--- src/rtl/division_32_param.sv ---
`default_nettype none
// ============================================================================
// Module      : division_32_param
// Description : Sequential restoring integer divider, one quotient bit per
//               clock. Run-time signed/unsigned mode, start/finish handshake,
//               defined divide-by-zero and signed-overflow results.
//               result = {remainder, quotient}.
// Revision    : 1.0 - initial release
// ============================================================================
module division_32_param #(
  parameter int WIDTH = 32
) (
  input  logic               clock,
  input  logic               reset_n,
  input  logic               start,
  input  logic               sign_mode,
  input  logic [WIDTH-1:0]   operand1,
  input  logic [WIDTH-1:0]   operand2,
  output logic [2*WIDTH-1:0] result,
  output logic               finish,
  output logic               busy,
  output logic               illegal,
  output logic               overflow
);

  localparam int             CW       = $clog2(WIDTH);
  localparam logic [CW-1:0]  CNT_LAST = CW'(WIDTH - 1);
  localparam logic [CW-1:0]  CNT_ONE  = CW'(1);
  localparam logic [WIDTH-1:0] ONE      = WIDTH'(1);
  localparam logic [WIDTH-1:0] ZERO     = '0;
  localparam logic [WIDTH-1:0] ALL_ONES = '1;
  localparam logic [WIDTH-1:0] MIN_VAL  = {1'b1, {(WIDTH-1){1'b0}}};

  typedef enum logic [1:0] {
    IDLE = 2'd0,
    CALC = 2'd1,
    FIX  = 2'd2,
    DONE = 2'd3
  } state_t;

  state_t               state_q, state_d;
  logic [WIDTH-1:0]     rem_q, rem_d;
  logic [WIDTH-1:0]     quo_q, quo_d;
  logic [WIDTH-1:0]     div_q, div_d;
  logic [CW-1:0]        cnt_q, cnt_d;
  logic                 neg_quo_q, neg_quo_d;
  logic                 neg_rem_q, neg_rem_d;
  logic [2*WIDTH-1:0]   result_q, result_d;
  logic                 finish_q, finish_d;
  logic                 busy_q, busy_d;
  logic                 illegal_q, illegal_d;
  logic                 overflow_q, overflow_d;

  // Datapath helpers: operand signs/magnitudes and the trial subtraction.
  logic                 op1_neg, op2_neg;
  logic [WIDTH-1:0]     op1_abs, op2_abs;
  logic [WIDTH:0]       trial;
  logic [WIDTH:0]       rem_shift;

  assign op1_neg   = sign_mode & operand1[WIDTH-1];
  assign op2_neg   = sign_mode & operand2[WIDTH-1];
  // |MIN| keeps the MIN bit pattern, which is the correct unsigned magnitude.
  assign op1_abs   = op1_neg ? (~operand1 + ONE) : operand1;
  assign op2_abs   = op2_neg ? (~operand2 + ONE) : operand2;
  assign rem_shift = {rem_q, quo_q[WIDTH-1]};
  assign trial     = rem_shift - {1'b0, div_q};

  // State and datapath registers; reset discards any in-flight operation.
  always_ff @(posedge clock or negedge reset_n) begin
    if (!reset_n) begin
      state_q    <= IDLE;
      rem_q      <= '0;
      quo_q      <= '0;
      div_q      <= '0;
      cnt_q      <= '0;
      neg_quo_q  <= 1'b0;
      neg_rem_q  <= 1'b0;
      result_q   <= '0;
      finish_q   <= 1'b0;
      busy_q     <= 1'b0;
      illegal_q  <= 1'b0;
      overflow_q <= 1'b0;
    end else begin
      state_q    <= state_d;
      rem_q      <= rem_d;
      quo_q      <= quo_d;
      div_q      <= div_d;
      cnt_q      <= cnt_d;
      neg_quo_q  <= neg_quo_d;
      neg_rem_q  <= neg_rem_d;
      result_q   <= result_d;
      finish_q   <= finish_d;
      busy_q     <= busy_d;
      illegal_q  <= illegal_d;
      overflow_q <= overflow_d;
    end
  end

  // Next-state logic: accept/short-cut, one restoring step per CALC cycle,
  // sign fix-up, then a single-cycle finish pulse.
  always_comb begin
    state_d    = state_q;
    rem_d      = rem_q;
    quo_d      = quo_q;
    div_d      = div_q;
    cnt_d      = cnt_q;
    neg_quo_d  = neg_quo_q;
    neg_rem_d  = neg_rem_q;
    result_d   = result_q;
    finish_d   = 1'b0;
    busy_d     = busy_q;
    illegal_d  = illegal_q;
    overflow_d = overflow_q;

    unique case (state_q)
      IDLE: begin
        if (start) begin
          busy_d     = 1'b1;
          illegal_d  = 1'b0;
          overflow_d = 1'b0;
          if (operand2 == ZERO) begin
            illegal_d = 1'b1;
            result_d  = {operand1, ALL_ONES};
            state_d   = DONE;
          end else if (sign_mode && (operand1 == MIN_VAL) && (operand2 == ALL_ONES)) begin
            overflow_d = 1'b1;
            result_d   = {ZERO, MIN_VAL};
            state_d    = DONE;
          end else begin
            rem_d     = ZERO;
            quo_d     = op1_abs;
            div_d     = op2_abs;
            cnt_d     = CNT_LAST;
            neg_quo_d = op1_neg ^ op2_neg;
            neg_rem_d = op1_neg;
            state_d   = CALC;
          end
        end
      end

      CALC: begin
        if (!trial[WIDTH]) begin
          rem_d = trial[WIDTH-1:0];
          quo_d = {quo_q[WIDTH-2:0], 1'b1};
        end else begin
          rem_d = rem_shift[WIDTH-1:0];
          quo_d = {quo_q[WIDTH-2:0], 1'b0};
        end
        if (cnt_q == '0) begin
          state_d = FIX;
        end else begin
          cnt_d = cnt_q - CNT_ONE;
        end
      end

      FIX: begin
        result_d = {(neg_rem_q ? (~rem_q + ONE) : rem_q),
                    (neg_quo_q ? (~quo_q + ONE) : quo_q)};
        state_d  = DONE;
      end

      DONE: begin
        finish_d = 1'b1;
        busy_d   = 1'b0;
        state_d  = IDLE;
      end

      default: begin
        state_d = IDLE;
      end
    endcase
  end

  assign result   = result_q;
  assign finish   = finish_q;
  assign busy     = busy_q;
  assign illegal  = illegal_q;
  assign overflow = overflow_q;

endmodule
`default_nettype wire

--- config.mk ---
export PLATFORM = sky130hd
export DESIGN_NAME = division_32_param
export DESIGN_NICKNAME = d
export VERILOG_FILES = /design/src/rtl/division_32_param.sv
export SDC_FILE = /design/constraint.sdc
export NUM_CORES = 1
export LEC_CHECK = 0
export CORE_MARGIN = 4
export CORE_UTILIZATION = 45
export DETAILED_ROUTE_END_ITERATION = 7
export PLACE_DENSITY = 0.66
export SLEW_MARGIN = 20
export SYNTH_ARGS = -nofsm -noshare
export SYNTH_HDL_FRONTEND = slang
export SYNTH_SLANG_ARGS = --single-unit
--- constraint.sdc ---
create_clock -name clock -period 6.53 [get_ports clock]
set_input_delay 0.653 -clock clock [delete_from_list [all_inputs] [get_ports clock]]
set_output_delay 0.653 -clock clock [all_outputs]
set_load 0.01 [all_outputs]
Yosys cells after proc, flatten, opt, wreduce, memory -nomap -nowiden
Index checks and enable logic that the tools add are counted.

Register bits after elaboration: 173. Bits of input ports: 68. Logic and storage cells: 87.

Add/sub/neg operators: 6. Equal/unequal tests: 11. Multiplexer cells: 34. Bitwise gates (word level): 9. Reductions and logical operators: 15.

Operators by type and width (number): two-way mux 32 bit (11); two-way mux 64 bit (3); adder 32 x 1 -> 32 bit, second input constant (4); inverter 32 bit (4); one-hot mux 32 bit (2 select lines) (2); one-hot mux 64 bit (2 select lines) (1); equality test 32 bit, second input constant (2); subtractor 33 x 32 -> 33 bit (1); zero test 32 bit (1); two-way mux 5 bit (4); inequality test 2 bit, second input constant (5); one-hot mux 5 bit (2 select lines) (1); two-way mux 2 bit (4); one-hot mux 2 bit (4 select lines) (1); AND reduction 4 bit (2); two-way mux 1 bit (6); AND reduction 2 bit (3); nonzero test 2 bit (3); zero test 5 bit (1); AND reduction 5 bit (1); subtractor 5 x 1 -> 5 bit, second input constant (1); equality test 2 bit, second input constant (2); inequality test 3 bit, second input constant (1); AND reduction 3 bit (1); 7 further kinds (10).

Depth between registers and ports, before layout
Depth after elaboration: 7. Depth in mapped cells: 15. Mapped depth without buffers: 12.

Worst setup path before layout
Ideal clock, no wire load.

Path kind: input to register. From: in operand1[0]. To: reg rem_q[10]. Library setup time: 69 ps. Arrival: 3121 ps. Data required time: 6461 ps. Slack: 3340 ps. Stages: 11. Path buffers: 2. Cell sequence: inv_1 -> ha_1 -> or4b_2 -> nor3_1 -> nand4_1 -> a2bb2o_1 -> a2bb2oi_4 -> buf_2 -> buf_2 -> nand2_1 -> nand3_1.

Cells in the longest elaborated chain, start to end: 5.

RTL lines: start: declaration (line 17) `input logic [WIDTH-1:0] operand1,`; equality test 32 bit (line 125) `end else if (sign_mode && (operand1 == MIN_VAL) && (operand2 == ALL_ONES)) begin`; logical AND 1 bit (2 in a row) (line 125); inequality test 2 bit (no line); AND reduction 4 bit (no line); end signal: assignment (line 85) `rem_q <= rem_d;`; end: declaration (line 42) `logic [WIDTH-1:0] rem_q, rem_d;`.

Every way passes these cells. A chain may end at the register's enable or synchronous reset.

Worst setup path after layout
From: in operand2[6]. To: reg result_q[28], in the netlist result[28].

Cells in the longest elaborated chain, start to end: 4. Elaborated cells between the ends (all ways): 8. Those cells by class: eq/ne (2); mux (3); reduce/logical (3).

RTL lines: start: declaration (line 18) `input logic [WIDTH-1:0] operand2,`; equality test 32 bit or zero test 32 bit (tied branches) (line 125, 121); logical AND 1 bit or two-way mux 64 bit (tied branches) (line 125, 121); inequality test 3 bit (no line) or two-way mux 64 bit (tied branches); AND reduction 3 bit (no line) or one-hot mux 64 bit (2 select lines) (tied branches); end signal: assignment (line 91) `result_q <= result_d;`; end: declaration (line 48) `logic [2*WIDTH-1:0] result_q, result_d;`.

Several ways; a longest one is shown, not always the timed one. The select of a mux whose other input is x is not followed.

==> impl_metrics.env <==
export IMPL_path_class="input port to flop"
export IMPL_drtIter0Drc=682
export IMPL_rows=60
export IMPL_synth_edf_count=0
export IMPL_route_detailed_wl_per_inst_um=16.8
export IMPL_ys_async_sr_fraction=1.00
export IMPL_p_leak_nw=6.23
export IMPL_num_vias=11000
export IMPL_place_hpwl_um=24900
export IMPL_clock_sinks=173
export IMPL_required_ns=6.85
export IMPL_cts_buffer_depth=2
export IMPL_status="complete, no violations"
export IMPL_worstSkewPairLatency_ns=0.44
export IMPL_cts_buffers=17
export IMPL_relSlewSlack=0.366
export IMPL_syn_to_final_growth_pct=17.8
export IMPL_cts_tree="done"
export IMPL_holdCritPathClass="input port to async pin"
export IMPL_cts_hold_buf=0
export IMPL_dr_pass1_iters=5
export IMPL_critPathMaxFanout=69
export IMPL_synth_area_per_cell_um2=8.10
export IMPL_dieArea_um2=30000
export IMPL_final_cell_mix="nand2_1 (192), dfrtp_1 (173), o21ai_0 (156)"
export IMPL_overflow=0
export IMPL_ant_nets=0
export IMPL_maxSlewViolCount=0
export IMPL_synth_seq_cells=173
export IMPL_grt_antenna_before_repair=0
export IMPL_wl_um=32900
export IMPL_place_ws_ns=1.78
export IMPL_yosysSeqAreaShare=0.352
export IMPL_ys_warn_count=0
export IMPL_cts_max_level=4
export IMPL_final_util=0.537
export IMPL_grt_start_max_net_pins=94
export IMPL_final_common_cell="nand2_1"
export IMPL_synth_main_ff_cell="dfrtp_1"
export IMPL_grt_pass1_vias=10500
export IMPL_start_util=0.456
export IMPL_layout_setup_ws_ns=2.17
export IMPL_die_w_um=173
export IMPL_drive_gt1_frac=0.0639
export IMPL_drv_cap=0
export IMPL_tightest_slew_ns=0.952
export IMPL_syn_inst=1517
export IMPL_ir_drop_uv=229
export IMPL_nNetsFinal=1713
export IMPL_post_cts_buffers=0
export IMPL_grtUsageTotal=0.217
export IMPL_port_buffers=135
export IMPL_finalClockSkew_ns=0.0151
export IMPL_netlist_area_um2=12300
export IMPL_hold_ws_ns=0.293
export IMPL_hold_viol=0
export IMPL_drc=0
export IMPL_setup_viol=0
export IMPL_cts_resized=0
export IMPL_clkTransAtPathRegs_ns=0.08
export IMPL_grt_pass1_wl_um=54200
export IMPL_ios=136
export IMPL_period_share=0.668
export IMPL_crit_path_end_kind="flop"
export IMPL_setup_tns_ns=0
export IMPL_power_density_nw_per_um2=424
export IMPL_crit_path_start_kind="input port"
export IMPL_antenna_cells=0
export IMPL_cp_arrival_ns=4.68
export IMPL_rsz0062_at_grt="false"
export IMPL_synth_fp_nets=1630
export IMPL_gp_congestion=0.884
export IMPL_via_per_inst=5.62
export IMPL_min_period_ns=4.36
export IMPL_ys_types=67
export IMPL_coreArea_um2=27000
export IMPL_clock_fmax_mhz=229
export IMPL_die_h_um=173
export IMPL_cts_root_buf="clkbuf_16"
stage by stage:
stage / power, W / cells / cell area, µm²
CTS: 0.00617 / 1954 / 14500
global placement: 0.00506 / 1922 / 13900
finish: 0.00613 / 1954 / 14500
global route: 0.00665 / 1954 / 14500
floorplan: 0.00409 / 1517 / 12300
detailed placement: 0.00512 / 1922 / 13900
report_power, final:
part	internal (W)	total, W	switching [W]
clock network	0.000519	0.00103	0.000508
logic	0.00135	0.00323	0.00188
registers	0.00148	0.00187	0.000390
total	0.00335	0.00613	0.00278
Yosys cell counts (16+ instances only):
master      n  share of area
inv_1      60          0.018
ha_1       44          0.045
xor2_1     64          0.046
xnor2_1    75          0.053
o21ai_0   156          0.064
o31ai_1    25          0.015
nand4_1    16         0.0081
clkbuf_1   60          0.018
nand2_1   192          0.059
a21oi_1   133          0.054
a211oi_2   20          0.020
nor3_1     17         0.0069
or3_1      19         0.0097
nand3_1    81          0.033
dfrtp_1   173           0.35
a21o_1     31          0.019
nor2_1    141          0.043
critical path: stages:
cell and delay, ns:
clkdlybuf4s50_1 0.52, or4_1 0.61, or4_1 0.57, nor4b_4 0.49
and2_1 0.19, buf_4 0.24, nor2_2 0.08, nor3_2 0.24
a21oi_4 0.18, buf_4 0.40, nor2_1 0.32, a21oi_1 0.11
state kept, by name, summed over array words and instances (netlist names):
name	cells
overflow	1
rem_q	32
cnt_q	5
quo_q	32
illegal	1
state_q	2
result	64
busy	1
neg_quo_q	1
finish	1
div_q	32
neg_rem_q	1
area by class of cell:
cell class / instances / area, µm²
multi-input cells: 1198 / 7430
clock inverters: 14 / 170
repair buffers: 150 / 1470
clock buffers: 18 / 429
inverters: 60 / 225
flip-flops and latches: 173 / 4330
fillers: 2530 / 12500
well taps: 341 / 427
path summary, 6_finish.rpt:
check	from	end	slack, ns	depth (start not counted)
setup / recovery	operand2[6]	result[28]	2.17	12
hold / removal	reset_n	result[3]	0.29	1
setup reg to reg	quo_q[31]	rem_q[30]	2.65	13
hold reg to reg	result[12]	result[12]	0.47	1
max in group asynchronous	reset_n	rem_q[26]	5.02	2
min in group clock	result[12]	result[12]	0.47	1
logic make-up after synthesis:
logic type | share of synthesized area
AOI/OAI and AO/OA | 0.241
xor gates and xnor gates | 0.0990
adders and majority gates | 0.0464
buffers and inverters | 0.0486
DFF | 0.352
muxes | 0.00600
and+or+nand+nor | 0.206
layer usage:
metal	wire (µm)	GRT usage	up-vias	share of wire
met4	501	0.0535	0	0.015
li1	-	-	5561	-
met2	15500	0.361	254	0.47
met3	1320	0.0314	30	0.040
met1	15600	0.300	5140	0.47
met5	0	0	-	0
No activity file was read; power rests on OpenSTA's default activity.
